[config.mk]
export PLATFORM = sky130hd
export DESIGN_NAME = clock_divisor_multi_flat
export DESIGN_NICKNAME = d
export VERILOG_FILES = /design/src/rtl/clock_divisor_multi_if.sv /design/src/rtl/clock_divisor_multi.sv /design/src/flat_wrapper.sv
export SDC_FILE = /design/constraint.sdc
export NUM_CORES = 1
export LEC_CHECK = 0
export BUFFER_PORTS_ARGS = -buffer_cell sky130_fd_sc_hd__buf_2
export CORE_MARGIN = 8
export CORE_UTILIZATION = 60
export CTS_CLUSTER_DIAMETER = 150
export DETAILED_ROUTE_END_ITERATION = 10
export PLACE_DENSITY = 0.79
export REMOVE_ABC_BUFFERS = 1
export SLEW_MARGIN = 10
export SYNTH_ARGS = -nofsm -noshare
export SYNTH_HDL_FRONTEND = slang
export SYNTH_SLANG_ARGS = --single-unit
[constraint.sdc]
create_clock -name clk -period 8.45 [get_ports clk]
set_clock_uncertainty 0.15 [all_clocks]
set_input_delay 0.845 -clock clk [delete_from_list [all_inputs] [get_ports clk]]
set_output_delay 0.845 -clock clk [all_outputs]
set_load 0.03 [all_outputs]
[src/rtl/clock_divisor_multi_if.sv]
// Control/status bundle for clock_divisor_multi: global enable/clear, ratio-load handshake
// and per-channel tick / divided-clock / tap outputs.
interface clock_divisor_multi_if #(
    parameter int NUM_CH = 4,
    parameter int DIV_W  = 24,
    parameter int TAP_W  = 22
);
    localparam int CH_W = (NUM_CH > 1) ? $clog2(NUM_CH) : 1;

    logic              en;
    logic              sync_clr;
    logic              ld_valid;
    logic [CH_W-1:0]   ld_ch;
    logic [DIV_W-1:0]  ld_div;
    logic              ld_ready;
    logic [NUM_CH-1:0] tick;
    logic [NUM_CH-1:0] clk_out;
    logic [TAP_W-1:0]  tap;

    modport master (
        output en, sync_clr, ld_valid, ld_ch, ld_div,
        input  ld_ready, tick, clk_out, tap
    );

    modport slave (
        input  en, sync_clr, ld_valid, ld_ch, ld_div,
        output ld_ready, tick, clk_out, tap
    );
endinterface

[src/rtl/clock_divisor_multi.sv]
// Multi-channel clock divider with runtime divide ratios applied at each channel's wrap.
// Optional legacy free-running tap counter enabled by defining CLKDIV_TAP_EN.
module clock_divisor_multi #(
    parameter int          NUM_CH      = 4,
    parameter int          DIV_W       = 24,
    parameter int unsigned DEFAULT_DIV = 4,
    parameter int          TAP_W       = 22
) (
    input  logic                  clk,
    input  logic                  rst_n,
    clock_divisor_multi_if.slave  bus
);
    localparam int               CH_W    = (NUM_CH > 1) ? $clog2(NUM_CH) : 1;
    localparam logic [DIV_W-1:0] DEF_DIV = DIV_W'(DEFAULT_DIV);

    // Ratios 0 and 1 both mean divide-by-1.
    function automatic logic [DIV_W-1:0] eff_of(input logic [DIV_W-1:0] d);
        return (d < DIV_W'(2)) ? DIV_W'(1) : d;
    endfunction

    logic [NUM_CH-1:0] pend_vec;
    logic [NUM_CH-1:0] tick_vec;
    logic [NUM_CH-1:0] clk_out_vec;
    logic              ld_ready;

    // Out-of-range channel numbers match no channel, so ld_ready stays low for them.
    always_comb begin
        ld_ready = 1'b0;
        for (int i = 0; i < NUM_CH; i++) begin
            if (bus.ld_ch == CH_W'(i)) begin
                ld_ready = ~pend_vec[i];
            end
        end
    end

    assign bus.ld_ready = ld_ready;
    assign bus.tick     = tick_vec;
    assign bus.clk_out  = clk_out_vec;

    for (genvar gi = 0; gi < NUM_CH; gi++) begin : g_ch
        logic [DIV_W-1:0] cnt_q, cnt_d;
        logic [DIV_W-1:0] div_q, div_d;
        logic [DIV_W-1:0] pend_div_q, pend_div_d;
        logic [DIV_W-1:0] div_eff;
        logic             pend_q, pend_d;
        logic             clk_out_q, clk_out_d;
        logic             wrap;
        logic             ld_acc;

        assign div_eff = eff_of(div_q);
        assign wrap    = (cnt_q == div_eff - DIV_W'(1));
        assign ld_acc  = bus.ld_valid & (bus.ld_ch == CH_W'(gi)) & ~pend_q;

        always_comb begin
            cnt_d      = cnt_q;
            div_d      = div_q;
            pend_d     = pend_q;
            pend_div_d = pend_div_q;
            clk_out_d  = clk_out_q;

            if (bus.sync_clr) begin
                cnt_d = '0;
                if (pend_q) begin
                    div_d  = pend_div_q;
                    pend_d = 1'b0;
                end
                clk_out_d = (eff_of(div_d) >= DIV_W'(2));
            end else if (bus.en) begin
                if (wrap) begin
                    cnt_d = '0;
                    if (pend_q) begin
                        div_d  = pend_div_q;
                        pend_d = 1'b0;
                    end
                end else begin
                    cnt_d = cnt_q + DIV_W'(1);
                end
                // High for the first floor(div/2) counts of the period.
                clk_out_d = (cnt_d < (eff_of(div_d) >> 1));
            end

            // Only reachable when pend_q is clear, so a same-cycle wrap/clear never consumes it.
            if (ld_acc) begin
                pend_d     = 1'b1;
                pend_div_d = bus.ld_div;
            end
        end

        always_ff @(posedge clk or negedge rst_n) begin
            if (!rst_n) begin
                cnt_q      <= '0;
                div_q      <= DEF_DIV;
                pend_div_q <= '0;
                pend_q     <= 1'b0;
                clk_out_q  <= 1'b0;
            end else begin
                cnt_q      <= cnt_d;
                div_q      <= div_d;
                pend_div_q <= pend_div_d;
                pend_q     <= pend_d;
                clk_out_q  <= clk_out_d;
            end
        end

        assign pend_vec[gi]    = pend_q;
        assign tick_vec[gi]    = bus.en & wrap;
        assign clk_out_vec[gi] = clk_out_q;
    end

`ifdef CLKDIV_TAP_EN
    logic [TAP_W-1:0] tap_q, tap_d;

    assign tap_d = tap_q + TAP_W'(1);

    always_ff @(posedge clk or negedge rst_n) begin
        if (!rst_n) begin
            tap_q <= '0;
        end else begin
            tap_q <= tap_d;
        end
    end

    assign bus.tap = tap_q;
`else
    assign bus.tap = {TAP_W{1'b0}};
`endif

endmodule

[src/flat_wrapper.sv]
// flat-port wrapper written by rule: the top's interface ports become plain ports
module clock_divisor_multi_flat 
#(
    parameter int          NUM_CH      = 4,
    parameter int          DIV_W       = 24,
    parameter int unsigned DEFAULT_DIV = 4,
    parameter int          TAP_W       = 22
)
  (clk, rst_n, bus_en, bus_sync_clr, bus_ld_valid, bus_ld_ch, bus_ld_div, bus_ld_ready, bus_tick, bus_clk_out, bus_tap);
  clock_divisor_multi_if #(.NUM_CH(NUM_CH), .DIV_W(DIV_W), .TAP_W(TAP_W)) bus_i ();
  input  logic clk;
  input  logic rst_n;
  input wire logic [$bits(bus_i.en)-1:0] bus_en;
  input wire logic [$bits(bus_i.sync_clr)-1:0] bus_sync_clr;
  input wire logic [$bits(bus_i.ld_valid)-1:0] bus_ld_valid;
  input wire logic [$bits(bus_i.ld_ch)-1:0] bus_ld_ch;
  input wire logic [$bits(bus_i.ld_div)-1:0] bus_ld_div;
  output wire logic [$bits(bus_i.ld_ready)-1:0] bus_ld_ready;
  output wire logic [$bits(bus_i.tick)-1:0] bus_tick;
  output wire logic [$bits(bus_i.clk_out)-1:0] bus_clk_out;
  output wire logic [$bits(bus_i.tap)-1:0] bus_tap;
  assign bus_i.en = bus_en;
  assign bus_i.sync_clr = bus_sync_clr;
  assign bus_i.ld_valid = bus_ld_valid;
  assign bus_i.ld_ch = bus_ld_ch;
  assign bus_i.ld_div = bus_ld_div;
  assign bus_ld_ready = bus_i.ld_ready;
  assign bus_tick = bus_i.tick;
  assign bus_clk_out = bus_i.clk_out;
  assign bus_tap = bus_i.tap;
  clock_divisor_multi #(.NUM_CH(NUM_CH), .DIV_W(DIV_W), .DEFAULT_DIV(DEFAULT_DIV), .TAP_W(TAP_W)) u_core (.clk(clk), .rst_n(rst_n), .bus(bus_i));
endmodule
==> run metrics <==
R2R cell count=21; DRT Pass-1 Iters=6; initial core utilization=60.2%; CTS H-tree depth=2; HPWL Detailed=about 48 mm; Pins Over Slew Limit=0; Req. time, crit path=just under 9 ns; commonest cells after routing, fill and taps aside=dfrtp_1, nor2_1, mux2_2; worst vdd ir=roughly 0.00021 V; syn avg cell area=9.09 sq um; startpoint types=flip-flop; Post-CTS Hold Fix Bufs=0; routed len/inst=roughly 24 um; post-CTS setup buffers=0; Hold Vio Cnt, Final=0; kind of critical path=reg2reg; leakage=10.2 nW; synth warn=0; fmax=140 MHz; number of synthesized register bits=296; Synth Flop Type=dfrtp_1; Die ar.=43900 sq um; antenna-violating nets left=0; pwr/cell area=254 nW/um^2; CTS tree=yes; DIE WIDTH=about 210 um; final wirelength=67.5 mm; Netlist Area Pre-Place=22500 sq um; FF-to-FF End=u_core.g_ch[3].clk_out_q$_DFFE_PN0N_; row cnt=71; TritonCTS buffer count=35; Buffers on Ports=39; clock tree buffer depth=3; PostCTS Resize Cnt=0; GR Util All Layers=30.2%; I/O pin count=62; commonest non-fill, non-tap cell in the layout=dfrtp_1; Core Area=37300 sq um; Die Height=210 um; number of diodes=0; Synth Instances=2471; Placer Congestion=0.985; CP endpoint kind=flip-flop; 1st-iter DRT viols=a little over 2000; Via Count=19500; post-synth cell types=95; DR vias/cell=6.81; register area share after synthesis=33.0%; Root Buffer=clkbuf_16; min cycle time layout=7.14 ns; Design Power=6.03 mW; unrepaired setup endpoints after global routing=no; total of max-cap violations=0; FFs w/ async S/R, synth=100%; grt ovf=0; share of post-route cells with drive strength above 1=14.7%; Arr. time, crit path=7.46 ns; crit share post-route=84.5%; worst skew pair latency=roughly 0.56 ns; largest net degree at the start of global routing=107; clock sink count=a little under 300; Clk pin slew, worst setup/hold paths=about 0.06 ns; worst r2r src=u_core.g_ch[3].div_q[2]$_DFFE_PN1N_; Final nets=2495; flop2flop setup slack=1.31 ns; actual slew at the worst max-slew pin=1.24 ns; # setup viols final=0; drt drc=0; run status=complete, no violations; Slew headroom=17.4%; CP Max Fanout=22; Post-synth EDFFs=0; Area growth, synth to finish=5.79%; setup_tns=0 ns; global-route wire length before repair=107 mm; min-delay worst type=in2async; vias in the first global route=between 15000 and 20000; initial antenna violation count=2
per-stage QoR:
stage	hold slack, ns	setup slack, ns	instances	instance area (sq um)	utilization, %
5_1_grt	0.299	0.680	2864	23800	63.7
6_report	0.213	1.31	2864	23800	63.7
3_5_place_dp	0.341	1.35	2805	22600	60.5
3_3_place_gp	0.339	1.55	2805	22600	60.5
2_1_floorplan	0.325	0.599	2266	21500	-
4_1_cts	0.270	1.34	2864	23800	63.7
layout make-up:
| type | instances | area [sq um] |
|---|---|---|
| fill | 3055 | 13500 |
| multi-input combinational | 1926 | 14000 |
| inverter | 44 | 168 |
| timing repair buffer | 65 | 403 |
| clock inverter | 11 | 198 |
| clock buffer | 48 | 996 |
| sequential | 296 | 7410 |
| tap | 474 | 593 |
where the power goes:
group	switching (mW)	total (mW)	leakage, nW	internal [mW]
registers	0.691	2.44	3.72	1.75
logic	1.07	1.98	5.91	0.916
clock network	0.629	1.61	0.582	0.977
total	2.39	6.03	10.2	3.64
sequential cells by signal, indices dropped and copies added (netlist names), named ones only:
name and flops:
u_core.g_ch.cnt_q 96, u_core.g_ch.pend_div_q 96, u_core.g_ch.pend_q 4, u_core.g_ch.clk_out_q 4, u_core.g_ch.div_q 92
per-layer routing:
metal | routed length [um] | track usage [%]
met5 | 36 | 0
met4 | 2000 | 10.4
met3 | 4790 | 5.36
met2 | 31400 | 48.9
met1 | 29200 | 40.4
cell usage after synthesis, types with 43 or more instances:
cell	count	share of area, %
dfrtp_1	292	33
nor2_1	184	3.1
clkbuf_1	153	2.6
mux2_2	152	7.6
nand2_1	146	2.4
a21oi_1	128	2.9
xnor2_1	106	4.1
mux2i_1	97	4.3
ha_1	96	5.3
o21ai_0	92	2.0
nand3_1	88	2.0
nor4_1	76	2.1
nor3_1	74	1.6
xor2_1	61	2.4
nand4_1	50	1.4
a21o_1	46	1.5
inv_1	43	0.72
worst max path at each step:
stage                                              startpoint                              endpoint  cells past startpoint  slack [ns]
after floorplan           u_core.g_ch[3].div_q[2]$_DFFE_PN1N_  u_core.g_ch[3].clk_out_q$_DFFE_PN0N_                     21        0.60
after global placement    u_core.g_ch[3].div_q[2]$_DFFE_PN1N_  u_core.g_ch[3].clk_out_q$_DFFE_PN0N_                     21        1.55
after detailed placement  u_core.g_ch[3].div_q[2]$_DFFE_PN1N_  u_core.g_ch[3].clk_out_q$_DFFE_PN0N_                     21        1.35
after CTS                 u_core.g_ch[3].div_q[2]$_DFFE_PN1N_  u_core.g_ch[3].clk_out_q$_DFFE_PN0N_                     21        1.34
after global routing      u_core.g_ch[3].div_q[2]$_DFFE_PN1N_  u_core.g_ch[3].clk_out_q$_DFFE_PN0N_                     21        0.68
final                     u_core.g_ch[3].div_q[2]$_DFFE_PN1N_  u_core.g_ch[3].clk_out_q$_DFFE_PN0N_                     21        1.31
logic make-up after synthesis:
group | synth area share (%)
AOI/OAI and AO/OA | 13.7
xor gates and xnor gates | 6.51
adders and majority gates | 5.35
buffers and inverters | 5.23
DFF | 33.0
muxes | 14.7
other | 0.0167
and+or+nand+nor | 21.5
critical path, stage by stage, from the launching register on:
cell and delay, ns:
dfstp_2 0.66, or4_1 0.26, nor2_1 0.10, a21oi_1 0.24, ha_1 0.28, or4b_2 0.61, or3_1 0.40, a2111oi_0 0.42
nand4b_1 0.16, a2111oi_0 0.41, nand4_1 0.36, nor2_2 0.22, nand2_1 0.72, mux2i_1 0.42, ha_1 0.29, a21o_1 0.16
a21o_1 0.17, a21oi_1 0.19, a2111oi_0 0.15, a2111oi_0 0.38, a31oi_1 0.14, a31oi_1 0.16
No activity file was read; power rests on OpenSTA's default activity.
